File: src/rtl/seq_div32x16_pkg.sv
// div_pkg: shared widths and FSM state type for the seq_div32x16 divider.
//   DIV_N   quotient / remainder / divisor width
//   DIV_RW  width of the restoring step's shifted partial remainder T
//   DIV_AW  dividend width
//   DIV_CW  iteration counter width
package div_pkg;

  localparam int unsigned DIV_N  = 16;
  localparam int unsigned DIV_RW = DIV_N + 1;
  localparam int unsigned DIV_AW = 2 * DIV_N;
  localparam int unsigned DIV_CW = $clog2(DIV_N);

  typedef enum logic {
    IDLE,
    RUN
  } state_t;

endpackage

File: src/rtl/seq_div32x16_if.sv
// seq_div32x16_if: start/busy/done handshake and operand/result bus.
//   start  request, sampled only while busy=0
//   a      dividend (DIV_AW bits), sampled on accepted start
//   b      divisor (DIV_N bits), sampled on accepted start
//   busy   operation in progress
//   done   one-cycle result-valid pulse
//   q, r   quotient / remainder, held until the next done
//   ovf    overflow / divide-by-zero flag, qualified by done
// master = controller side, slave = divider side.
interface seq_div32x16_if;
  import div_pkg::*;

  logic              start;
  logic [DIV_AW-1:0] a;
  logic [DIV_N-1:0]  b;
  logic              busy;
  logic              done;
  logic [DIV_N-1:0]  q;
  logic [DIV_N-1:0]  r;
  logic              ovf;

  modport master (
    output start, a, b,
    input  busy, done, q, r, ovf
  );

  modport slave (
    input  start, a, b,
    output busy, done, q, r, ovf
  );

endinterface

File: src/rtl/seq_div32x16_div_step.sv
// div_step: one combinational restoring-division step.
//   r_in   current partial remainder (low DIV_N bits)
//   bit_in next dividend bit shifted in
//   d      divisor
//   r_out  new partial remainder (low DIV_N bits)
//   qbit   resolved quotient bit
module div_step
  import div_pkg::*;
(
  input  logic [DIV_N-1:0] r_in,
  input  logic             bit_in,
  input  logic [DIV_N-1:0] d,
  output logic [DIV_N-1:0] r_out,
  output logic             qbit
);

  logic [DIV_RW-1:0] t;
  logic [DIV_RW-1:0] dx;

  always_comb begin
    t     = {r_in, bit_in};
    dx    = {1'b0, d};
    qbit  = (t >= dx);
    // Only the low DIV_N bits of R ever feed the next step or the result,
    // so the remainder's top bit is not carried.
    r_out = qbit ? DIV_N'(t - dx) : t[DIV_N-1:0];
  end

endmodule

File: src/rtl/seq_div32x16.sv
// seq_div32x16: sequential restoring divider, 32-bit unsigned dividend by
// 16-bit unsigned divisor, one quotient bit per clock (latency DIV_N).
//   clk  rising-edge clock
//   rst  synchronous active-high reset, aborts any operation in flight
//   dif  seq_div32x16_if.slave: start/a/b in, busy/done/q/r/ovf out
// Optional macro DIV_OVF_DETECT_EN: at start, b==0 or a_hi>=b finishes in
// one cycle with ovf=1, q=all-ones, r=a_lo. Without it ovf is always 0 and
// every operation runs the full DIV_N iterations.
module seq_div32x16
  import div_pkg::*;
(
  input  logic           clk,
  input  logic           rst,
  seq_div32x16_if.slave  dif
);

  state_t            state, state_nx;
  logic [DIV_N-1:0]  rreg;   // partial remainder R (top bit never observable)
  logic [DIV_N-1:0]  qreg;   // dividend low half shifting out / quotient in
  logic [DIV_N-1:0]  dreg;
  logic [DIV_CW-1:0] cnt;
  logic [DIV_N-1:0]  q_q, r_q;
  logic              ovf_q, done_q;

  logic [DIV_N-1:0]  step_r;
  logic              step_qbit;
  logic              accept, early, last;

  div_step u_step (
    .r_in   (rreg),
    .bit_in (qreg[DIV_N-1]),
    .d      (dreg),
    .r_out  (step_r),
    .qbit   (step_qbit)
  );

`ifdef DIV_OVF_DETECT_EN
  assign early = (dif.b == '0) || (dif.a[DIV_AW-1:DIV_N] >= dif.b);
`else
  assign early = 1'b0;
`endif

  assign accept = (state == IDLE) && dif.start;
  assign last   = (state == RUN) && (cnt == DIV_CW'(DIV_N - 1));

  always_ff @(posedge clk) begin
    if (rst) state <= IDLE;
    else     state <= state_nx;
  end

  always_comb begin
    state_nx = state;
    unique case (state)
      IDLE: if (accept && !early) state_nx = RUN;
      RUN:  if (last)             state_nx = IDLE;
      default:                    state_nx = IDLE;
    endcase
  end

  always_comb begin
    dif.busy = (state == RUN);
  end

  always_ff @(posedge clk) begin
    if (rst) begin
      rreg   <= '0;
      qreg   <= '0;
      dreg   <= '0;
      cnt    <= '0;
      q_q    <= '0;
      r_q    <= '0;
      ovf_q  <= 1'b0;
      done_q <= 1'b0;
    end else begin
      done_q <= 1'b0;
      if (accept) begin
        if (early) begin
          q_q    <= '1;
          r_q    <= dif.a[DIV_N-1:0];
          ovf_q  <= 1'b1;
          done_q <= 1'b1;
        end else begin
          rreg <= dif.a[DIV_AW-1:DIV_N];
          qreg <= dif.a[DIV_N-1:0];
          dreg <= dif.b;
          cnt  <= '0;
        end
      end else if (state == RUN) begin
        rreg <= step_r;
        qreg <= {qreg[DIV_N-2:0], step_qbit};
        cnt  <= cnt + 1'b1;
        if (last) begin
          q_q    <= {qreg[DIV_N-2:0], step_qbit};
          r_q    <= step_r;
          ovf_q  <= 1'b0;
          done_q <= 1'b1;
        end
      end
    end
  end

  assign dif.done = done_q;
  assign dif.q    = q_q;
  assign dif.r    = r_q;
  assign dif.ovf  = ovf_q;

endmodule

File: src/flat_wrapper.sv
// flat-port wrapper written by rule: the top's interface ports become plain ports
module seq_div32x16_flat import div_pkg::*;
  (clk, rst, dif_start, dif_a, dif_b, dif_busy, dif_done, dif_q, dif_r, dif_ovf);
  seq_div32x16_if dif_i ();
  input  logic clk;
  input  logic rst;
  input wire logic [$bits(dif_i.start)-1:0] dif_start;
  input wire logic [$bits(dif_i.a)-1:0] dif_a;
  input wire logic [$bits(dif_i.b)-1:0] dif_b;
  output wire logic [$bits(dif_i.busy)-1:0] dif_busy;
  output wire logic [$bits(dif_i.done)-1:0] dif_done;
  output wire logic [$bits(dif_i.q)-1:0] dif_q;
  output wire logic [$bits(dif_i.r)-1:0] dif_r;
  output wire logic [$bits(dif_i.ovf)-1:0] dif_ovf;
  assign dif_i.start = dif_start;
  assign dif_i.a = dif_a;
  assign dif_i.b = dif_b;
  assign dif_busy = dif_i.busy;
  assign dif_done = dif_i.done;
  assign dif_q = dif_i.q;
  assign dif_r = dif_i.r;
  assign dif_ovf = dif_i.ovf;
  seq_div32x16 u_core (.clk(clk), .rst(rst), .dif(dif_i));
endmodule
File: config.mk
export PLATFORM = sky130hd
export DESIGN_NAME = seq_div32x16_flat
export DESIGN_NICKNAME = d
export VERILOG_FILES = /design/src/rtl/seq_div32x16_pkg.sv /design/src/rtl/seq_div32x16_if.sv /design/src/rtl/seq_div32x16_div_step.sv /design/src/rtl/seq_div32x16.sv /design/src/flat_wrapper.sv
export SDC_FILE = /design/constraint.sdc
export NUM_CORES = 1
export LEC_CHECK = 0
export BUFFER_PORTS_ARGS = -buffer_cell sky130_fd_sc_hd__buf_2
export CORE_ASPECT_RATIO = 1.75
export CORE_MARGIN = 10
export CORE_UTILIZATION = 55
export DETAILED_ROUTE_END_ITERATION = 8
export GPL_TIMING_DRIVEN = 0
export PLACE_DENSITY = 0.8
export SLEW_MARGIN = 30
export SYNTH_ARGS = -nofsm -noshare
export SYNTH_HDL_FRONTEND = slang
export SYNTH_SLANG_ARGS = --single-unit
export TNS_END_PERCENT = 50
File: constraint.sdc
create_clock -name clk -period 3.8 [get_ports clk]
set_clock_uncertainty 0.1 [all_clocks]
set_input_delay 0.38 -clock clk [delete_from_list [all_inputs] [get_ports clk]]
set_output_delay 0.38 -clock clk [all_outputs]
set_load 0.03 [all_outputs]
==> results.toml <==
[route]
first_pass_iters = 5
vias = 4697
drtIter0Drc = 289
vias_per_cell = 6.20
wl_per_cell_um = 20.2
totalWireLength_mm = 15.3
ant_nets = 0
drc = 0

[floorplanning]
core_area_sq_um = 8020
die-area_sq_um = 12400
rows = 43
initial_core_util_pct = 56.6
ios = 86
dieWidth_um = 88.7
chipHeight_um = 140

[critical_path]
worstPathMaxFanout = 10
cp.required_ps = 3950
arrival_ps = 3080
crit_path_end_kind = "flip-flop"
timing.setup.critical_path_class = "flip-flop to flip-flop"
worstRegToRegCells = 9
startpoint_type = "flip-flop"

[sta]
tightest_slew_ps = 807
slew_headroom_pct = 46.2
hold_viol_final = 0
setup_viol = 0
maxSlewViolCount = 0
post-route-period-util_pct = 77.0
fin_crit_ps = 2930
fmax_mhz = 342
rsz0062_at_grt = "false"
tns_ps = 0
worst_slack_ps = 874

[global_routing]
met3_usage_pct = 4.47
track_usage_pct = 24.5
grt_pass1_vias = 4745
grt-busiest-layer = "met2"
met1_usage_pct = 23.6
grt_pass1_wl_mm = 23.5
antenna_found_initial = 0
grt_max_degree = 14
grt_use_met2_pct = 44.7
globalRoute.totalOverflow = 0

[synthesis]
syn_nets = 640
yosysTopAreaCell = "dfxtp_1"
ys_top_cells_by_area = "dfxtp_1 (38%), a21oi_1 (6.9%), nand2_1 (6.5%), nor2_1 (5.2%), ha_1 (4.7%)"
netlist_area_sq_um = 4540
syn-instance-count = 571
yosysSeqAreaShare_pct = 37.9
synthFlopType = "dfxtp_1"
ys_types = 55
synth_edf_count = 0
yosysTopAreaCellShare_pct = 37.9
avgSynthCellArea_sq_um = 7.95
ys_ff_latch = 86
synthArstFlopShare_pct = 0
yosysWarnings = 0

[placement]
routabilityCongestion = 0.965
dpl.hpwl_mm = 12.0
port_buffers = 83
place_inst = 744
place_ws_ps = 901

[cts]
htreeDepth = 3
clkLatencyLatePin_ps = 340
cts.sinks = 86
post_cts_resize_count = 0
clock_path_buffers = 2
clk_pin_slew_ps = 60
cts_made_buffers = 9
post_cts_buffers = 0
clockRootBuffer = "clkbuf_16"
cts-hold-fix-buffers = 0
cts_tree = "built"

[finish]
syn_to_final_growth_pct = 18.3
layout-drive-gt1-share_pct = 15.9
finalNonFillerCells = 758
diodes = 0
fillers = 697
fin_nets = 734

[job]
maxCapViolCount = 0

[pwr]
power.leakage_nw = 2.21
powerDensity_nw_per_um2 = 514
ir_drop_uv = 336

[worst_hold_path]
hold_class = "input port to flip-flop"
min_path_cells = 3

[outcome]
status = "finished, final reports clean"
-- path summary, 6_finish.rpt --
check | slack, ps | startpoint | to
setup reg to reg | 870 | u_core.dreg[3] | u_core.dif.r[11]
hold reg to reg | 350 | u_core.dreg[3] | u_core.dreg[3]
hold / removal | 170 | dif_b[13] | u_core.dreg[13]
setup / recovery | 870 | u_core.dreg[3] | u_core.dif.r[11]
-- Yosys cell counts (2+ instances only) --
master      n
clkbuf_1   31
a41oi_1     2
mux2i_1    16
or3_1       6
a31o_2      2
a211oi_1   16
dfxtp_1    86
xor2_1      4
mux2_2      3
o211ai_1   11
a31o_1      2
nor2b_1    12
nor3_1      9
o21a_1      2
a2111oi_0   2
o41ai_1     2
nand3_1    12
a21oi_1    63
and4_1      2
a211o_1     4
o21ai_0    11
o21bai_1    2
o31ai_1     2
a221o_1     2
nand4_1     8
inv_1      21
buf_1       8
nand2b_1    5
ha_1       17
nand3b_1    3
a311oi_1   20
nand2_1    78
nor3b_1     3
a21o_1      9
nor2_1     63
a31oi_1     4
xnor2_1     4
a32oi_1     2
o21ai_1     6
-- final cells by class --
| cell class | instances | area [sq um] | share of cell area (%) |
|---|---|---|---|
| well taps | 90 | 113 | 2.10 |
| multi-input cells | 422 | 2570 | 47.8 |
| inverters | 21 | 78.8 | 1.47 |
| flip-flops and latches | 86 | 1720 | 32.1 |
| clock buffers | 10 | 229 | 4.26 |
| clock inverters | 4 | 73.8 | 1.37 |
| plain buffers | 42 | 170 | 3.17 |
| repair buffers | 83 | 415 | 7.74 |
-- sequential cells by signal, indices dropped and copies added, names as in the netlist --
name	cells
u_core.cnt	4
u_core.dif.busy	1
u_core.dif.done	1
u_core.dif.q	16
u_core.dif.r	16
u_core.dreg	16
u_core.qreg	16
u_core.rreg	16
-- layer usage --
layer  up-vias  share of wire, %
met3        53               4.9
met5         -                 0
met2       183                53
met1      2227                36
li1       2234                 -
met4         0               6.0
-- report_power, final --
group	internal [W]	switching, W
Sequential	0.000950	0.0000521
Combinational	0.000301	0.000545
Clock	0.000568	0.000345
Total	0.00182	0.000942
-- worst max-delay path, stage by stage, from the launching register on --
cell      delay (ps)
dfxtp_1          320
inv_1             70
ha_1             370
o211ai_1         120
a21o_1           260
a211o_1          330
a211oi_2         420
buf_2            320
o211ai_1         230
o31ai_1          290
-- cell usage in the layout (no fill, tap or decap), types with 3 or more instances in the layout --
| cell | n |
|---|---|
| dfxtp_1 | 86 |
| buf_2 | 84 |
| nand2_1 | 78 |
| nor2_1 | 63 |
| a21oi_1 | 63 |
| clkbuf_1 | 32 |
| inv_1 | 21 |
| a311oi_1 | 20 |
| ha_1 | 17 |
| mux2i_1 | 16 |
| a211oi_1 | 16 |
| nor2b_1 | 12 |
| nand3_1 | 12 |
| o211ai_1 | 11 |
| o21ai_0 | 11 |
| a21o_1 | 9 |
| nor3_1 | 9 |
| clkbuf_16 | 9 |
| buf_1 | 8 |
| nand4_1 | 8 |
| or3_1 | 6 |
| o21ai_1 | 6 |
| nand2b_1 | 5 |
| a211o_1 | 4 |
| a31oi_1 | 4 |
| xor2_1 | 4 |
| xnor2_1 | 4 |
| mux2_2 | 3 |
| nor3b_1 | 3 |
| nand3b_1 | 3 |
-- kinds of logic (layout without fill, tap and decap cells) --
| family | count (synthesis) | after routing | synth area share, % |
|---|---|---|---|
| buffers and inverters | 63 | 160 | 5.49 |
| adders and majority gates | 18 | 18 | 5.13 |
| muxes | 19 | 19 | 4.27 |
| DFF | 86 | 86 | 37.9 |
| and+or+nand+nor | 203 | 203 | 19.9 |
| other | 1 | 1 | 0.0826 |
| AOI/OAI and AO/OA | 173 | 173 | 25.6 |
| xor gates and xnor gates | 8 | 8 | 1.54 |
-- metrics by stage --
step           power [W]  cell area [sq um]  util (%)  hold slack [ps]
3_5_place_dp     0.00184               5070      63.2              345
3_3_place_gp     0.00183               5070      63.2              341
6_report         0.00276               5370      67.0              173
4_1_cts          0.00275               5370      67.0              174
2_1_floorplan    0.00159               4540         -              336
5_1_grt          0.00287               5370      67.0              179
Power figures use the tool's default switching activity.
